[src/rtl/aib_hrdrst_pkg.sv]
// Shared definitions for the AIB hard-reset sequencing blocks.
// Holds the sequencer state encoding (visible on the debug port, so the
// encodings are fixed) and small elaboration-time width helpers.
package aib_hrdrst_pkg;

    typedef enum logic [2:0] {
        IDLE      = 3'd0,
        WAIT_CONF = 3'd1,
        RST_HOLD  = 3'd2,
        M2S       = 3'd3,
        S2M       = 3'd4,
        LINK_UP   = 3'd5,
        ERROR     = 3'd6
    } hrdrst_seq_state_e;

    function automatic int max3(input int a, input int b, input int c);
        int m;
        m = (a > b) ? a : b;
        return (m > c) ? m : c;
    endfunction

    // Width needed to hold 0..v, never less than one bit.
    function automatic int width_for(input int v);
        return (v < 2) ? 1 : $clog2(v + 1);
    endfunction

endpackage

[src/rtl/aib_hrdrst_seq.sv]
// Hard-reset sequencer for one AIB channel (aux clock domain).
// Qualifies local/remote configuration-done, holds the m2s/s2m handshake
// FSMs in reset, then releases them and starts m2s followed by s2m. Each
// handshake phase is supervised by a timeout; a timeout re-runs the reset
// and both phases up to RETRY_MAX more times before a sticky error.
//
// Ports:
//   i_aux_clk, i_rst_n      aux clock, async active-low reset
//   i_enable                software enable, low forces IDLE
//   i_conf_done             local configuration complete
//   i_sl_conf_done          remote configuration complete (already synced)
//   o_hrdrst_rst_n          registered active-low reset to m2s/s2m FSMs
//   o_m2s_start/i_m2s_done  m2s handshake start level / done level
//   o_s2m_start/i_s2m_done  s2m handshake start level / done level
//   o_link_up               both directions complete
//   o_error                 retries exhausted (sticky until disabled)
//   o_retry_cnt             retries consumed in the current run
//   o_state                 current state, debug
module aib_hrdrst_seq
    import aib_hrdrst_pkg::*;
#(
    parameter int TIMEOUT_CYC     = 65535,
    parameter int RETRY_MAX       = 3,
    parameter int RST_HOLD_CYC    = 16,
    parameter int CONF_STABLE_CYC = 8
) (
    input  logic                            i_aux_clk,
    input  logic                            i_rst_n,
    input  logic                            i_enable,
    input  logic                            i_conf_done,
    input  logic                            i_sl_conf_done,
    output logic                            o_hrdrst_rst_n,
    output logic                            o_m2s_start,
    input  logic                            i_m2s_done,
    output logic                            o_s2m_start,
    input  logic                            i_s2m_done,
    output logic                            o_link_up,
    output logic                            o_error,
    output logic [width_for(RETRY_MAX)-1:0] o_retry_cnt,
    output logic [2:0]                      o_state
);

    localparam int CNT_W = $clog2(max3(TIMEOUT_CYC, RST_HOLD_CYC, CONF_STABLE_CYC) + 1);
    localparam int RC_W  = width_for(RETRY_MAX);

    localparam logic [CNT_W-1:0] L_CONF = CNT_W'(CONF_STABLE_CYC - 1);
    localparam logic [CNT_W-1:0] L_HOLD = CNT_W'(RST_HOLD_CYC - 1);
    localparam logic [CNT_W-1:0] L_TO   = CNT_W'(TIMEOUT_CYC - 1);
    localparam logic [RC_W-1:0]  L_RMAX = RC_W'(RETRY_MAX);

    hrdrst_seq_state_e r_state, w_nxt_state;
    logic [CNT_W-1:0]  r_cnt, w_nxt_cnt;
    logic [RC_W-1:0]   r_retry, w_nxt_retry;
    logic              r_rst_n, r_m2s_start, r_s2m_start, r_link_up, r_error;

    logic w_conf_ok, w_cnt_zero, w_phase_done;

    assign w_conf_ok    = i_conf_done & i_sl_conf_done;
    assign w_cnt_zero   = (r_cnt == '0);
    // M2S and S2M share the done/timeout handling; only the done source differs.
    assign w_phase_done = (r_state == S2M) ? i_s2m_done : i_m2s_done;

    always_comb begin
        w_nxt_state = r_state;
        w_nxt_cnt   = r_cnt;
        w_nxt_retry = r_retry;
        if (!i_enable) begin
            // Disable overrides every other transition.
            w_nxt_state = IDLE;
            w_nxt_cnt   = '0;
            w_nxt_retry = '0;
        end else begin
            case (r_state)
                IDLE: begin
                    w_nxt_state = WAIT_CONF;
                    w_nxt_cnt   = L_CONF;
                    w_nxt_retry = '0;
                end
                WAIT_CONF: begin
                    if (!w_conf_ok) begin
                        w_nxt_cnt = L_CONF;
                    end else if (w_cnt_zero) begin
                        w_nxt_state = RST_HOLD;
                        w_nxt_cnt   = L_HOLD;
                    end else begin
                        w_nxt_cnt = r_cnt - CNT_W'(1);
                    end
                end
                RST_HOLD: begin
                    if (w_cnt_zero) begin
                        w_nxt_state = M2S;
                        w_nxt_cnt   = L_TO;
                    end else begin
                        w_nxt_cnt = r_cnt - CNT_W'(1);
                    end
                end
                M2S, S2M: begin
                    // Done is tested first so a done arriving on the last
                    // allowed cycle is not counted as a timeout.
                    if (w_phase_done) begin
                        w_nxt_state = (r_state == M2S) ? S2M : LINK_UP;
                        w_nxt_cnt   = L_TO;
                    end else if (w_cnt_zero) begin
                        if (r_retry == L_RMAX) begin
                            w_nxt_state = ERROR;
                        end else begin
                            // Retry restarts from reset hold; conf stays qualified.
                            w_nxt_state = RST_HOLD;
                            w_nxt_cnt   = L_HOLD;
                            w_nxt_retry = r_retry + RC_W'(1);
                        end
                    end else begin
                        w_nxt_cnt = r_cnt - CNT_W'(1);
                    end
                end
                LINK_UP: begin
                    // A link drop is a fresh bring-up, not a retry.
                    if (!w_conf_ok || !i_m2s_done || !i_s2m_done) begin
                        w_nxt_state = WAIT_CONF;
                        w_nxt_cnt   = L_CONF;
                        w_nxt_retry = '0;
                    end
                end
                ERROR: begin
                    w_nxt_state = ERROR;
                end
                default: begin
                    w_nxt_state = IDLE;
                    w_nxt_cnt   = '0;
                    w_nxt_retry = '0;
                end
            endcase
        end
    end

    // State, counter and all outputs are registered together; outputs are
    // decoded from the next state so they change on the same edge as the
    // state and never glitch.
    always_ff @(posedge i_aux_clk or negedge i_rst_n) begin
        if (!i_rst_n) begin
            r_state     <= IDLE;
            r_cnt       <= '0;
            r_retry     <= '0;
            r_rst_n     <= 1'b0;
            r_m2s_start <= 1'b0;
            r_s2m_start <= 1'b0;
            r_link_up   <= 1'b0;
            r_error     <= 1'b0;
        end else begin
            r_state     <= w_nxt_state;
            r_cnt       <= w_nxt_cnt;
            r_retry     <= w_nxt_retry;
            r_rst_n     <= (w_nxt_state == M2S) || (w_nxt_state == S2M) ||
                           (w_nxt_state == LINK_UP);
            r_m2s_start <= (w_nxt_state == M2S) || (w_nxt_state == S2M) ||
                           (w_nxt_state == LINK_UP);
            r_s2m_start <= (w_nxt_state == S2M) || (w_nxt_state == LINK_UP);
            r_link_up   <= (w_nxt_state == LINK_UP);
            r_error     <= (w_nxt_state == ERROR);
        end
    end

    assign o_hrdrst_rst_n = r_rst_n;
    assign o_m2s_start    = r_m2s_start;
    assign o_s2m_start    = r_s2m_start;
    assign o_link_up      = r_link_up;
    assign o_error        = r_error;
    assign o_retry_cnt    = r_retry;
    assign o_state        = r_state;

endmodule
[config.mk]
export PLATFORM = sky130hd
export DESIGN_NAME = aib_hrdrst_seq
export DESIGN_NICKNAME = d
export VERILOG_FILES = /design/src/rtl/aib_hrdrst_pkg.sv /design/src/rtl/aib_hrdrst_seq.sv
export SDC_FILE = /design/constraint.sdc
export NUM_CORES = 1
export LEC_CHECK = 0
export CAP_MARGIN = 0
export CELL_PAD_IN_SITES_DETAIL_PLACEMENT = 1
export CELL_PAD_IN_SITES_GLOBAL_PLACEMENT = 2
export CORE_UTILIZATION = 30
export CTS_BUF_LIST = sky130_fd_sc_hd__clkbuf_4 sky130_fd_sc_hd__clkbuf_8
export DETAILED_ROUTE_END_ITERATION = 6
export GPL_TIMING_DRIVEN = 1
export PLACE_DENSITY = 0.74
export SYNTH_ARGS = -nofsm -noshare
export SYNTH_HDL_FRONTEND = slang
export SYNTH_SLANG_ARGS = --single-unit
[constraint.sdc]
create_clock -name i_aux_clk -period 2.5 [get_ports i_aux_clk]
set_input_delay 0.375 -clock i_aux_clk [delete_from_list [all_inputs] [get_ports i_aux_clk]]
set_output_delay 0.375 -clock i_aux_clk [all_outputs]
set_load 0.005 [all_outputs]
==> impl_metrics.ini <==
[finish]
final_nets = 265
layout-drive-gt1-share_pct = 15.7
antenna_cells = 0
layout_common_cells = dfrtp_1, buf_4, nor2_1, nand2_1, clkdlybuf4s50_1
syn_to_final_growth_pct = 21.6
final_area_mm2 = 0.00228

[sta]
timing.final.crit_share_pct = 88.4
drv_slew = 0
fin_crit_ns = 2.21
grt_setup_unrepaired = false
fmax_mhz = 452
skew_ns = 0.00611
setup_viol = 0
worst_pin_slew_ns = 0.599
hold_viol_final = 0
slew_headroom_pct = 60.0
tns_ns = 0

[floorplanning]
fp.coreArea_mm2 = 0.00599
dieArea_mm2 = 0.00657
die_h_um = 81.0
rows = 28
fp.dieW_um = 81.0
start_util_pct = 31.3
ios = 17

[clock_tree]
insertion_delay_ns = 0.28
cts_buffer_depth = 2
clock-sinks = 25
htree_levels = 1
cts_tree = built
clkTransAtPathRegs_ns = 0.10
root_buffer = clkbuf_8
numCtsBuffers = 3

[pwr]
fin_total_pwr_uw = 848
ir_drop_mv = 0.205
p_per_area_mw_per_mm2 = 372
p_leak_nw = 0.951

[global_routing]
track_usage_pct = 20.5
overflow = 0
grt_start_max_net_pins = 26
grt_pass1_vias = 2031
antenna_found_initial = 0
grt_pass1_wl_mm = 10.3

[detailed_routing]
drt_first_pass_iters = 4
vias = 1901
viasPerCell = 5.76
ant_nets = 0
wl_mm = 5.92
routedWlPerCell_um = 17.9
drt_iter0_drc = 91
route.detailed.drc = 0

[placement]
placed_cell_area_mm2 = 0.00223
hpwl_mm = 4.43
place_congestion = 0.803
io_buffers = 16

[worst_setup_path]
startpoint_type = flop
cp-startpoint = r_cnt[1]$_DFFE_PN0P_
cp_data_arrival_time_ns = 2.39
worstSetupEndpointType = flop
r2r-start = r_cnt[1]$_DFFE_PN0P_
worstPathMaxFanout = 10
crit_required_ns = 2.68
r2r_setup_slack_ns = 0.29
crit_type = flop to flop
critical_path.top_delay_family = compound AO/OA/AOI/OAI gates
path_buf_inv = 2
cpMaxStageDelayCell = dfrtp_1
cpPeakStageDelay_ns = 0.40
cp_cell_sequence = inv_1 -> ha_1 -> nor4b_4 -> and4_1 -> a211o_2 -> buf_4 -> and2_1 -> o31ai_1

[synthesis]
syn_area_per_cell_um2 = 8.22
synth_top_cells_by_area = dfrtp_1, a21oi_1, nand4_1
syn_area_mm2 = 0.00187
ys_seq_area_share_pct = 33.4
ys_async_sr_fraction_pct = 100
yosys.area.top_type_share_pct = 33.4
synth_top_area_cell = dfrtp_1
ys_ff_latch = 25
netlist_instances = 228
synth.net_count = 237
synth.distinct_cells = 56
synth_ff_type = dfrtp_1
ys_warn_count = 0
synth_edf_count = 0

[hold_path]
hold_path.class = input port to asynchronous set/reset pin

[run]
drv_cap = 0

[run_status]
status = completed
==> registers in the layout, summed over array words and instances (netlist names) <==
name	count
r_cnt	16
o_state	3
o_retry_cnt	2
o_error	1
o_link_up	1
o_m2s_start	1
o_s2m_start	1
==> metal layers <==
layer,part of all wire (%),wire length [µm],GRT usage (%)
met1,50,2950,27.5
met2,46,2740,34.8
met3,2.8,165,2.47
met4,0.98,58,4.46
met5,0,0,0
==> metrics by stage <==
step           cells  hold slack (ns)  util, %  setup slack (ns)
6_report         330            0.466     38.1             0.290
3_5_place_dp     326            0.562     37.2             0.115
5_1_grt          330            0.493     38.1             0.105
2_1_floorplan    228           0.0794        -             0.423
3_3_place_gp     326            0.555     37.2            0.0580
4_1_cts          330            0.480     38.0             0.180
==> cell type report <==
cell class	instances	area, µm²
clock buffer	3	41.3
clock inverter	1	5.00
fill	730	3710
inverter	13	48.8
multi-input combinational	172	1120
sequential	25	626
tap	75	93.8
timing repair buffer	41	348
==> synth_stat cells, drive strengths merged, types with 2 or more instances <==
cell / number
o31ai: 4
o211ai: 6
nor3b: 2
xor2: 2
o22ai: 8
nor3: 10
a31oi: 6
ha: 2
and2: 3
clkbuf: 8
nand2: 17
inv: 13
a32oi: 5
a21oi: 15
a41oi: 4
a21o: 2
nand2b: 4
mux2i: 4
nand3: 8
buf: 10
o21ai: 9
nor2b: 2
o2111ai: 2
nor2: 20
nand4: 12
nor4: 3
and3: 2
dfrtp: 25
a22o: 2
==> repair_timing <==
action | 4_1_cts | 5_1_grt
buffers inserted | 0 | 0
gates resized for setup | 0 | 1
hold buffers | 0 | 0
endpoints found under the setup margin | 0 | 1
==> path summary, 6_finish.rpt <==
check / depth (start not counted) / to
max reg2reg: 8 / r_cnt[1]$_DFFE_PN0P_
max: 8 / r_cnt[1]$_DFFE_PN0P_
min reg2reg: 2 / r_cnt[9]$_DFFE_PN0P_
min: 2 / o_state[0]$_DFF_PN0_
min in group i_aux_clk: 2 / r_cnt[9]$_DFFE_PN0P_
max in group asynchronous: 2 / r_cnt[4]$_DFFE_PN0P_
==> worst register-to-register path: cells and delay by family (launching register included) <==
| kind | cells | cell delay [ns] |
|---|---|---|
| adder cells (fa/ha/maj) | 1 | 0.19 |
| buffers and inverters | 2 | 0.24 |
| AND/OR/NAND/NOR | 3 | 0.64 |
| AO/OA/AOI/OAI | 2 | 0.66 |
| flip-flops | 1 | 0.40 |
==> cells by family after synthesis <==
kind of cell | Yosys count | share of synthesized area [%]
compound gates | 73 | 26.8
xor+xnor | 2 | 0.935
fa+ha+maj | 2 | 1.33
buf+inv | 31 | 7.28
flops | 25 | 33.4
mux | 4 | 2.14
simple gates | 91 | 28.2
==> power by group <==
group	total [mW]	leakage [nW]	internal, mW	switching (mW)
sequential	0.423	0.340	0.411	0.0118
combinational	0.169	0.586	0.0689	0.100
clock	0.256	0.0255	0.112	0.144
total	0.848	0.951	0.592	0.257
(Power assumes the default switching activity.)
